--- src/rtl/bcd_pkg.sv ---
// Shared types and constants for the binary-to-BCD converter.
// The blank helper walks digits from the top, so a digit blanks only when everything above it is blank.
package bcd_pkg;

   typedef enum logic [1:0] {
      IDLE  = 2'd0,
      SHIFT = 2'd1,
      DONE  = 2'd2
   } state_e;

   localparam int              DIGIT_W    = 4;
   localparam logic [DIGIT_W-1:0] ADJ_THRESH = 4'd5;
   localparam logic [DIGIT_W-1:0] ADJ_ADD    = 4'd3;

   function automatic logic blank_step(input logic [DIGIT_W-1:0] digit,
                                       input logic               above_blank);
      return (digit == '0) && above_blank;
   endfunction

endpackage

--- src/rtl/bcd_digit_adjust.sv ---
// Double-dabble digit correction: add 3 to a BCD digit holding 5 or more,
// so the following left shift carries into the next digit at exactly 10.
module bcd_digit_adjust
   import bcd_pkg::*;
(
   input  logic [DIGIT_W-1:0] digit_in,
   output logic [DIGIT_W-1:0] digit_out
);

   assign digit_out = (digit_in >= ADJ_THRESH) ? (digit_in + ADJ_ADD) : digit_in;

endmodule

--- src/rtl/bin_to_bcd.sv ---
// Sequential double-dabble converter with valid/ready on both sides and a leading-zero blank mask.
//
//   state | meaning
//   ------+-------------------------------------------------------------
//   IDLE  | in_ready=1, waiting for in_valid; out_bcd holds last result
//   SHIFT | adjust + shift one bit per edge, down-counter tracks bits left
//   DONE  | out_valid=1, result held until out_ready
module bin_to_bcd
   import bcd_pkg::*;
#(
   parameter int WIDTH   = 16,
   parameter int NDIGITS = 5
) (
   input  logic                         clk,
   input  logic                         reset,
   input  logic                         in_valid,
   output logic                         in_ready,
   input  logic [WIDTH-1:0]             in_data,
   output logic                         out_valid,
   input  logic                         out_ready,
   output logic [DIGIT_W*NDIGITS-1:0]   out_bcd,
   output logic [NDIGITS-1:0]           out_blank,
   output logic                         out_ovf
);

   localparam int BCD_W = DIGIT_W * NDIGITS;
   localparam int CNT_W = $clog2(WIDTH + 1);
   localparam logic [CNT_W-1:0] CNT_LOAD = CNT_W'(WIDTH);
   localparam logic [CNT_W-1:0] CNT_ONE  = CNT_W'(1);

   state_e             state_q;
   logic [WIDTH-1:0]   bin_q;
   logic [BCD_W-1:0]   bcd_q;
   logic               ovf_q;
   logic [CNT_W-1:0]   cnt_q;
   logic               in_ready_q;
   logic               out_valid_q;

   logic [BCD_W-1:0]   bcd_adj;
   logic [BCD_W+WIDTH:0] shifted;
   logic [BCD_W-1:0]   bcd_nxt;
   logic [WIDTH-1:0]   bin_nxt;
   logic               ovf_bit;

   for (genvar g = 0; g < NDIGITS; g++) begin : g_adj
      bcd_digit_adjust u_adj (
         .digit_in  (bcd_q[g*DIGIT_W +: DIGIT_W]),
         .digit_out (bcd_adj[g*DIGIT_W +: DIGIT_W])
      );
   end

   // Trailing zero is the bit shifted into the binary register; MSB is the digit carry-out.
   assign shifted = {bcd_adj, bin_q, 1'b0};
   assign ovf_bit = shifted[BCD_W+WIDTH];
   assign bcd_nxt = shifted[BCD_W+WIDTH-1 -: BCD_W];
   assign bin_nxt = shifted[WIDTH-1:0];

   always_ff @(posedge clk) begin
      if (reset) begin
         state_q     <= IDLE;
         bin_q       <= '0;
         bcd_q       <= '0;
         ovf_q       <= 1'b0;
         cnt_q       <= '0;
         in_ready_q  <= 1'b1;
         out_valid_q <= 1'b0;
      end else begin
         case (state_q)
            IDLE: begin
               if (in_valid && in_ready_q) begin
                  bin_q      <= in_data;
                  bcd_q      <= '0;
                  ovf_q      <= 1'b0;
                  cnt_q      <= CNT_LOAD;
                  in_ready_q <= 1'b0;
                  state_q    <= SHIFT;
               end
            end
            SHIFT: begin
               bin_q <= bin_nxt;
               bcd_q <= bcd_nxt;
               ovf_q <= ovf_q | ovf_bit;
               cnt_q <= cnt_q - CNT_ONE;
               if (cnt_q == CNT_ONE) begin
                  out_valid_q <= 1'b1;
                  state_q     <= DONE;
               end
            end
            DONE: begin
               if (out_ready) begin
                  out_valid_q <= 1'b0;
                  in_ready_q  <= 1'b1;
                  state_q     <= IDLE;
               end
            end
            default: begin
               out_valid_q <= 1'b0;
               in_ready_q  <= 1'b1;
               state_q     <= IDLE;
            end
         endcase
      end
   end

   logic               above;
   logic [NDIGITS-1:0] blank;

   // Digit 0 never blanks so a zero result still shows a single "0".
   always_comb begin
      above = 1'b1;
      blank = '0;
      for (int i = NDIGITS - 1; i >= 1; i--) begin
         above    = blank_step(bcd_q[i*DIGIT_W +: DIGIT_W], above);
         blank[i] = above;
      end
   end

   assign in_ready  = in_ready_q;
   assign out_valid = out_valid_q;
   assign out_bcd   = bcd_q;
   assign out_ovf   = ovf_q;
   assign out_blank = blank;

endmodule

--- config.mk ---
export PLATFORM = sky130hd
export DESIGN_NAME = bin_to_bcd
export DESIGN_NICKNAME = d
export VERILOG_FILES = /design/src/rtl/bcd_pkg.sv /design/src/rtl/bcd_digit_adjust.sv /design/src/rtl/bin_to_bcd.sv
export SDC_FILE = /design/constraint.sdc
export NUM_CORES = 1
export LEC_CHECK = 0
export ABC_AREA = 1
export CAP_MARGIN = 20
export CORE_UTILIZATION = 56
export DETAILED_ROUTE_END_ITERATION = 16
export PLACE_DENSITY_LB_ADDON = 0.05
export SLEW_MARGIN = 10
export SYNTH_ARGS = -nofsm -noshare
export SYNTH_HDL_FRONTEND = slang
export SYNTH_SLANG_ARGS = --single-unit
--- constraint.sdc ---
create_clock -name clk -period 2.84 [get_ports clk]
set_input_delay 0.284 -clock clk [delete_from_list [all_inputs] [get_ports clk]]
set_output_delay 0.284 -clock clk [all_outputs]
set_load 0.01 [all_outputs]
## After elaboration in Yosys (flattened, before gate mapping)

Cells that the tools add are included.

- Flip-flop bits (word level): 46
- Input port bits: 20
- Output and inout port bits: 28
- Logic and storage cells: 63

- Add/subtract/negate cells: 6
- Order comparisons: 5
- Equality and inequality tests: 6
- Mux-type cells: 22
- Bitwise operators: 3
- Reduce and logical (&&, ||, !) cells: 14

Operator list:

| operator | number |
|---|---|
| case mux 20 bit (2 select lines) | 1 |
| case mux 16 bit (2 select lines) | 1 |
| adder 4 x 2 -> 4 bit (second input constant) | 5 |
| greater-or-equal comparator 4 x 3 -> 1 bit (second input constant) | 5 |
| 2-to-1 mux 20 bit | 1 |
| 2-to-1 mux 4 bit | 5 |
| logical NOT 4 bit | 4 |
| 2-to-1 mux 16 bit | 1 |
| case mux 5 bit (2 select lines) | 1 |
| AND reduction 3 bit | 3 |
| 2-to-1 mux 2 bit | 3 |
| inequality test 2 bit (second input constant) | 3 |
| case mux 1 bit (3 select lines) | 2 |
| case mux 2 bit (3 select lines) | 1 |
| == test 5 x 1 -> 1 bit (second input constant) | 1 |
| 2-to-1 mux 5 bit | 1 |
| subtractor 5 x 1 -> 5 bit (second input constant) | 1 |
| logical AND 1 bit | 4 |
| 2-to-1 mux 1 bit | 4 |
| == test 2 x 1 -> 1 bit (second input constant) | 1 |
| == test 2 bit (second input constant) | 1 |
| logical NOT 2 bit | 1 |
| NOT 1 bit | 2 |
| case mux 1 bit (2 select lines) | 1 |
| 3 further kinds | 3 |

## Depth between registers and ports, before layout

Gate-level depths: netlist (run 1).

- Depth in word-level cells: 4
- Mapped depth: 10
- Gate-level depth less buffers: 10

## Modules after synthesis

A second synthesis (run 1) with hierarchy kept.

- Cell total of the unflattened synthesis: 379
- Area total of the unflattened synthesis: 2805.2 um2

By module, submodules not included:

| module | instances | cells each | area an instance (um2) | seq. area each (um2) |
|---|---|---|---|---|
| bin_to_bcd | 1 | 264 | 2129.5 | 920.9 |
| bcd_digit_adjust | 5 | 23 | 135.1 | 0.0 |

## Worst setup path after synthesis (run 1)

OpenSTA, ideal clock, no wires.

- Path kind: register to output
- Start point: register bcd_q[16] (netlist: out_bcd[16])
- End point: output out_blank[1]
- Data arrival time: 1406 ps
- Data required time: 2556 ps
- Setup slack: 1150 ps
- Cell stages (with the launch flop): 10
- Buffers on the path: 1
- Path through: dfxtp_1 -> inv_1 -> ha_1 -> nand2_1 -> nor2_1 -> nand2_1 -> inv_1 -> nand2_1 -> nor3_1 -> buf_4

- Cells in the longest elaborated chain, start to end: 4

RTL lines:

| element | line | text |
|---|---|---|
| start, declared | bin_to_bcd.sv:33 | `logic [BCD_W-1:0] bcd_q;` |
| start signal, assigned | bin_to_bcd.sv:81 | `bcd_q <= bcd_nxt;` |
| logical NOT 4 bit | bcd_pkg.sv:17 | `return (digit == '0) && above_blank;` |
| named net out_blank[4] | bin_to_bcd.sv:22 | `output logic [NDIGITS-1:0] out_blank,` |
| logical AND 1 bit | bcd_pkg.sv:17 |  |
| named net out_blank[3] | bin_to_bcd.sv:22 |  |
| logical AND 1 bit (2 in series) | bcd_pkg.sv:17 |  |
| end, declared | bin_to_bcd.sv:22 |  |

The timed path passes the listed nets, and every way through them passes these cells.

## Worst setup path after layout (run 1)

- Start point: register bcd_q[16] (netlist: out_bcd[16])
- End point: output out_blank[1]

- Cells in the longest elaborated chain, start to end: 4

RTL lines:

| element | line |
|---|---|
| logical NOT 4 bit | bcd_pkg.sv:17 |
| logical AND 1 bit (3 in series) | bcd_pkg.sv:17 |

Every way passes these cells.

==> flow_summary.ini, run 1 <==
[routing]
drc = 0
final_antenna_net_count = 0
viasPerCell = 5.223
drtIter0Drc = 124
routed_wl_mm = 5.561
avgRoutedWirePerCell_um = 11.37
vias = 2554
drtPass1Iterations = 4

[sta]
setup_tns_ns = 0
holdWs_ns = 0.4764
setup_viol_count_final = 0
fmax_ghz = 0.4222
rsz0062_at_grt = false
min_period_ns = 2.369
setup_ws_ns = 0.4712
finalHoldViolCount = 0
drv_slew = 0
fin_skew_ns = 0.004399
finalCritPeriodShare = 0.8341

[clocking]
clockBufferDepth = 2
clkTransAtPathRegs_ns = 0.09
cts_buffers = 5
cts_tree = built
cts_sinks = 46
cts_resized = 0
postCtsSetupRepairBufs = 0
ctsHoldBuffers = 0
insertion_delay_ns = 0.30
htree_levels = 2
cts_root_buf = clkbuf_8

[grt]
grt_busiest_layer = met2
overflow = 0
grt_pass1_vias = 2356
track_usage = 0.2470
met2_usage = 0.4233
antenna_found_initial = 0
use_met1 = 0.3004
grt_pass1_wl_mm = 9.936
grt_max_degree = 44
met3_usage = 0.04762

[power_and_ir_drop]
peakVddDrop_v = 0.0003858
pwr-share-clk = 0.314
p_sw_frac = 0.3049
power.density_mw_per_mm2 = 493.5
p_comb_frac = 0.213
p_int_uw = 1082
power_leakage_uw = 0.001426
netSwitchingPower_uw = 474.6
p_seq_frac = 0.474

[placed_design]
gp_congestion = 0.8424
pre_cts_ws_ns = 0.7875
io_buffers = 46
hpwlAfterDp_mm = 3.727

[synthesis]
yosysWarnings = 0
synthArstFlopShare = 0
synthFlopType = dfxtp_1
synth_cells = 397
synth_area_mm2 = 0.002606
synth_edf_count = 0
ys_ff_latch = 46
seq_area_frac_synth = 0.3533
synth.net_count = 432
ys_types = 29
syn_area_per_cell_um2 = 6.565

[final_layout]
fin_nets = 471
antenna_cells = 0
syn2layout_area_growth_pct = 21.03
fin_util = 0.7146
drive_above_1_share = 0.04348

[critical_path]
crit_chain = inv_1, ha_1, nand2_1, nor2_1, nand2_1, inv_1, nand2_1, nor3_1, clkdlybuf4s50_1
crit_start = out_bcd[16]
arrival_ns = 2.08
r2r_slack_ns = 1.35
path_max_fanout = 5
reg2regPathDepth = 6
timing.rr.end = bin_q[15]
r2r_start = state_q[1]
worst_setup_path_end_kind = output port
slowest_delay_ns = 0.56
worst-setup-path-type = reg -> out
cp_data_required_time_ns = 2.56
crit_top_cell = nand2_1
cp_slowest_cell = clkdlybuf4s50_1
setup.worst_path.start_class = register

[die]
pin_count = 48
die_w_um = 70.22
initial_core_util = 0.5904
core_area_mm2 = 0.004414
die_h_um = 70.22
std_cell_rows = 24
dieArea_mm2 = 0.004931

[status]
status = completed

[hold_path]
hold_start = bin_q[14]
hold_end = bin_q[14]
holdPathStages = 2
hold_path_class = reg -> reg

[job]
drv_cap = 0
-- Yosys cell counts (2+ instances only) --
cell	number	area share
a21boi_0	2	0.0058
a21oi_1	27	0.052
buf_2	4	0.0077
buf_4	6	0.017
buf_6	2	0.0086
clkbuf_1	3	0.0043
dfxtp_1	46	0.35
ha_1	15	0.072
inv_1	36	0.052
inv_4	2	0.0048
nand2_1	119	0.17
nand3_1	33	0.063
nand4_1	12	0.029
nor2_1	54	0.078
o211ai_1	3	0.0086
o21ai_0	16	0.031
or2_1	3	0.0072
or2_2	3	0.0072
-- critical path, delay by kind of cell, from the launching register on --
family	cells	cell delay, ns
adders and majority gates	1	0.20
buffers and inverters	3	0.74
DFF	1	0.36
and+or+nand+nor	5	0.48
-- metrics by stage --
stage	std cells	total power, µW	instance area, µm²
floorplan	397	1016	2606
global placement	481	1077	3044
detailed placement	481	1083	3044
CTS	489	1573	3154
global route	489	1649	3154
finish	489	1557	3154
-- cell families after synthesis --
group,count (synthesis),synth area share
DFF,46,0.3533
and+or+nand+nor,230,0.3735
adders and majority gates,15,0.07201
buffers and inverters,55,0.09745
AOI/OAI and AO/OA,50,0.1023
other,1,0.001439
-- registers in the layout, indices dropped and copies added, names as in the netlist --
signal,flops
out_ovf,1
out_valid,1
cnt_q,5
in_ready,1
state_q,2
out_bcd,20
bin_q,16
-- power groups by stage --
stage / Clock, µW / Combinational, µW / Sequential [µW]
6_report: 488 / 331 / 737
5_1_grt: 523 / 380 / 746
4_1_cts: 503 / 334 / 737
3_5_place_dp: 0 / 332 / 751
3_3_place_gp: 0 / 328 / 750
2_1_floorplan: 0 / 269 / 747
-- routing by layer --
| metal | up-vias | wire length, µm |
|---|---|---|
| li1 | 1342 | - |
| met1 | 1131 | 2622 |
| met2 | 70 | 2628 |
| met3 | 11 | 227 |
| met4 | 0 | 83 |
| met5 | - | 0 |
-- how the worst max path moves through the flow --
stage	end	slack, ns	depth (start not counted)
after global routing	out_blank[1]	0.20	9
after global placement	out_blank[1]	0.87	9
after CTS	out_blank[1]	0.44	9
after floorplan	out_blank[1]	1.15	9
after detailed placement	out_blank[1]	0.79	9
final	out_blank[1]	0.47	9
-- layout make-up --
type,count,area [µm²]
multi-input cells,296,1431
well taps,52,65.06
clock inverters,2,37.54
inverters,39,151.4
flip-flops and latches,46,920.9
repair buffers,48,475.5
clock buffers,6,72.57
fillers,398,1260
-- layout by cell type, fill, tap and decap left out, drive strengths merged, types with 2 or more instances in the layout --
master         Yosys  routed
nand2            121     121
nor2              56      56
dfxtp             46      46
clkdlybuf4s50      0      46
inv               39      39
nand3             33      33
a21oi             27      27
o21ai             16      16
ha                15      15
nand4             12      12
clkbuf             3       6
or2                6       6
o211ai             3       3
a21boi             2       2
buf               13       2
Note: power is estimated with default switching activity, not from simulation.
==> run 2, diff against run 1 <==
- CORE_UTILIZATION: 56 -> 52
- clock period: 2.84 -> 2.5 ns (I/O delays scaled with it)
==> flow_summary.ini, run 2 (synthesized netlist as in run 1, its figures left out) <==
[final_layout]
largest_reg_flops = 20
syn2layout_area_growth_pct = 20.93
mostFrequentLayoutCells = nand2_1 (119), nor2_1 (54), dfxtp_1 (46), clkdlybuf4s50_1 (45), inv_1 (36)
layout_commonest_cell = nand2_1
fin_nets = 471
antenna_cells = 0
drive_above_1_share = 0.04348
fin_util = 0.6586

[power_and_ir_drop]
p_comb_frac = 0.228
p_int_uw = 1128
power_leakage_uw = 0.001420
power.density_mw_per_mm2 = 526.6
peakVddDrop_v = 0.0004693
p_sw_frac = 0.3203
pwr-share-clk = 0.268
p_seq_frac = 0.504
netSwitchingPower_uw = 531.7

[grt]
track_usage = 0.2243
antenna_found_initial = 0
grt_pass1_wl_mm = 9.466
grt_max_degree = 44
grt_pass1_vias = 2204
overflow = 0

[routing]
viasPerCell = 4.960
drtPass1Iterations = 4
drc = 0
drtIter0Drc = 98
avgRoutedWirePerCell_um = 10.89
routed_wl_mm = 5.487
final_antenna_net_count = 0
vias = 2500

[die]
core_area_mm2 = 0.004786
die_h_um = 72.80
die_w_um = 72.80
pin_count = 48
initial_core_util = 0.5446
std_cell_rows = 25
dieArea_mm2 = 0.005299

[hold_path]
hold_path_class = reg -> reg

[critical_path]
crit_chain = inv_1, ha_1, nand2_1, nor2_1, nand2_1, inv_1, nand2_1, inv_1, clkdlybuf4s50_1
cp_data_required_time_ns = 2.25
slowest_delay_ns = 0.52
crit_end = out_blank[2]
crit_start = out_bcd[16]
cp_slowest_cell = clkdlybuf4s50_1
setup.worst_path.start_class = register
timing.rr.end = out_bcd[17]
worst-setup-path-type = reg -> out
r2r_slack_ns = 0.98
arrival_ns = 1.98
worst_setup_path_end_kind = output port
r2r_start = state_q[1]
path_max_fanout = 5
reg2regPathDepth = 6

[clocking]
clockBufferDepth = 2
insertion_delay_ns = 0.30
postCtsSetupRepairBufs = 0
cts_root_buf = clkbuf_8
cts_tree = built
cts_sinks = 46
clkTransAtPathRegs_ns = 0.09
cts_buffers = 5
htree_levels = 2
ctsHoldBuffers = 0

[sta]
setup_tns_ns = 0
rsz0062_at_grt = false
setup_viol_count_final = 0
finalCritPeriodShare = 0.8909
fmax_ghz = 0.4490
holdWs_ns = 0.4645
min_period_ns = 2.227
setup_ws_ns = 0.2727
drv_slew = 0
fin_skew_ns = 0.009556
finalHoldViolCount = 0

[placed_design]
gp_congestion = 0.8546
pre_cts_ws_ns = 0.4916
hpwlAfterDp_mm = 3.704
io_buffers = 46

[status]
status = completed

[job]
drv_cap = 0
[run 2: worst max-delay path, delay by kind of cell (launching register included)]
kind	cells	cell delay (ns)
buffers and inverters	4	0.77
AND/OR/NAND/NOR	4	0.37
flip-flops	1	0.37
adder cells (fa/ha/maj)	1	0.19
[run 2: worst min path at each step]
stage	slack [ns]	from	cells after the start	end
floorplan	0.40	in_data[0]	2	bin_q[0]
global placement	0.45	out_valid	2	out_valid
detailed placement	0.45	out_valid	2	out_valid
CTS	0.46	out_valid	2	out_valid
global route	0.50	out_valid	2	out_valid
finish	0.46	out_valid	2	out_valid
[run 2: what timing repair did]
action / 4_1_cts / 5_1_grt
endpoints found under the setup margin: 0 / 1
resized for setup: 0 / 1
hold endpoints to repair: 0 / 0
[run 2: layer usage]
metal  vias to the layer above  wire [µm]  track usage
met5                         -          0            0
met4                         0         33      0.06100
met3                         2        228      0.04420
met2                        58       2629       0.3967
met1                      1100       2596       0.2773
li1                       1340          -            -
[run 2: final cells by class]
class	count	area [µm²]
fill	459	1634
multi-input combinational	296	1431
sequential	46	920.9
timing repair buffer	48	478.0
inverter	39	151.4
tap	67	83.83
clock buffer	6	72.57
clock inverter	2	13.76
[run 2: power groups by stage]
stage	clock [µW]	combinational [µW]	sequential, µW
final	444	379	837
after detailed placement	0	380	853
after CTS	460	382	837
after global placement	0	376	851
after floorplan	0	306	848
after global routing	488	430	845
[run 2: metrics by stage]
stage               std cells  power [µW]  cell area (µm²)
detailed placement        496        1233             3063
CTS                       504        1678             3149
global route              504        1763             3152
floorplan                 397        1154             2606
finish                    504        1660             3152
global placement          496        1228             3063
==> run 3, diff against run 2 <==
--- a/config.mk
+++ b/config.mk
@@ -9,6 +9,7 @@
 export CAP_MARGIN = 20
 export CORE_UTILIZATION = 52
+export CTS_CLUSTER_SIZE = 12
 export DETAILED_ROUTE_END_ITERATION = 16
-export PLACE_DENSITY_LB_ADDON = 0.05
+export PLACE_DENSITY_LB_ADDON = 0.1
 export SLEW_MARGIN = 10
 export SYNTH_ARGS = -nofsm -noshare
==> constraint.sdc (replaced) <==
create_clock -name clk -period 2.5 [get_ports clk]
set_input_delay 0.375 -clock clk [delete_from_list [all_inputs] [get_ports clk]]
set_output_delay 0.375 -clock clk [all_outputs]
set_load 0.01 [all_outputs]
==> flow_summary.ini, run 3 (synthesized netlist as in run 1, its figures left out) <==
[die]
die_h_um = 72.80
pin_count = 48
die_w_um = 72.80
dieArea_mm2 = 0.005299
core_area_mm2 = 0.004786
initial_core_util = 0.5446
std_cell_rows = 25

[routing]
drtPass1Iterations = 4
avgRoutedWirePerCell_um = 11.15
viasPerCell = 5.065
vias = 2553
drtIter0Drc = 100
drc = 0
final_antenna_net_count = 0
routed_wl_mm = 5.621

[grt]
grt_pass1_vias = 2304
grt_pass1_wl_mm = 9.411
antenna_found_initial = 0
track_usage = 0.2231
overflow = 0
grt_max_degree = 44

[clocking]
insertion_delay_ns = 0.30
cts_sinks = 46
cts_tree = built
cts_buffers = 5
postCtsSetupRepairBufs = 0
clockBufferDepth = 2
htree_levels = 2
cts_root_buf = clkbuf_8
clkTransAtPathRegs_ns = 0.09

[critical_path]
arrival_ns = 1.93
setup.worst_path.start_class = register
path_max_fanout = 5
worst_setup_path_end_kind = output port
worst-setup-path-type = reg -> out
cp_data_required_time_ns = 2.12

[placed_design]
io_buffers = 46
gp_congestion = 0.8100
hpwlAfterDp_mm = 3.821
postPlaceCellArea_mm2 = 0.003063
pre_cts_ws_ns = 0.4091
place_inst = 496

[final_layout]
drive_above_1_share = 0.04805
largest_reg_flops = 20
seqCellArea_um2 = 920.9
design_area_mm2 = 0.003171
fin_cells = 504
layout_commonest_cell = nand2_1
multi_input_area_mm2 = 0.001431
antenna_cells = 0
fin_nets = 471
syn2layout_area_growth_pct = 21.65
n_fill_cell = 458
mostFrequentLayoutCells = nand2_1 (119), nor2_1 (54), dfxtp_1 (46), clkdlybuf4s50_1 (45), inv_1 (35)

[power_and_ir_drop]
power.density_mw_per_mm2 = 543.6
peakVddDrop_v = 0.0005371
finalPower_uw = 1723
power_leakage_uw = 0.001429

[sta]
fin_skew_ns = 0.01063
setup_tns_ns = 0
min_period_ns = 2.301
fmax_ghz = 0.4347
finalHoldViolCount = 0
setup_ws_ns = 0.1994
setup_viol_count_final = 0
drv_slew = 0
finalCritPeriodShare = 0.9202
rsz0062_at_grt = false

[job]
drv_cap = 0

[hold_path]
hold_path_class = reg -> reg

[status]
status = completed
run 3: cell count changes in the layout (fill, tap and decap cells not counted), sizes merged:
cell,change
clkbuf,+1
clkinv,-1
run 3: repair_timing:
item / in CTS / in global routing
endpoints found under the setup margin: 0 / 2
hold buffers: 0 / 0
resized for setup: 0 / 2
run 3: power breakdown:
group          internal, µW  leakage (µW)  switching (µW)
combinational           131      0.000999             249
clock                   254     0.0000544             254
sequential              800      0.000375            36.8
run 3: layout make-up:
cell class                      instances  area share
Multi-Input combinational cell        296      0.4515
Clock inverter                          1    0.002762
Inverter                               39     0.04775
Tap cell                               67     0.02644
Clock buffer                            7     0.03039
Timing Repair Buffer                   48      0.1507
Sequential cell                        46      0.2904
run 3: layer usage:
layer / wire length (µm) / global-route usage
met5: 0 / 0
met4: 64 / 0.07190
met3: 173 / 0.03591
met2: 2695 / 0.3998
met1: 2687 / 0.2719
run 3: path summary, 6_finish.rpt:
check | from | endpoint | slack (ns) | depth (start not counted)
worst max-delay path | out_bcd[16] | out_blank[2] | 0.20 | 9
worst min-delay path | out_valid | out_valid | 0.46 | 2
worst max register to register | state_q[1] | out_bcd[17] | 0.97 | 6
worst min register to register | out_valid | out_valid | 0.46 | 2
run 3: worst max-delay path, stage by stage, from the launching register on:
cell and delay, ns:
dfxtp_1 0.37, inv_2 0.08, ha_1 0.18, nand2_1 0.08, nor2_1 0.12, nand2_1 0.07, inv_1 0.07, nand2_1 0.07
inv_1 0.05, clkdlybuf4s50_1 0.53
run 3: per-stage QoR:
stage,util,hold WS (ns)
floorplan,-,0.4390
global placement,0.6400,0.4497
detailed placement,0.6400,0.4539
CTS,0.6620,0.4647
global route,0.6625,0.5050
finish,0.6625,0.4626
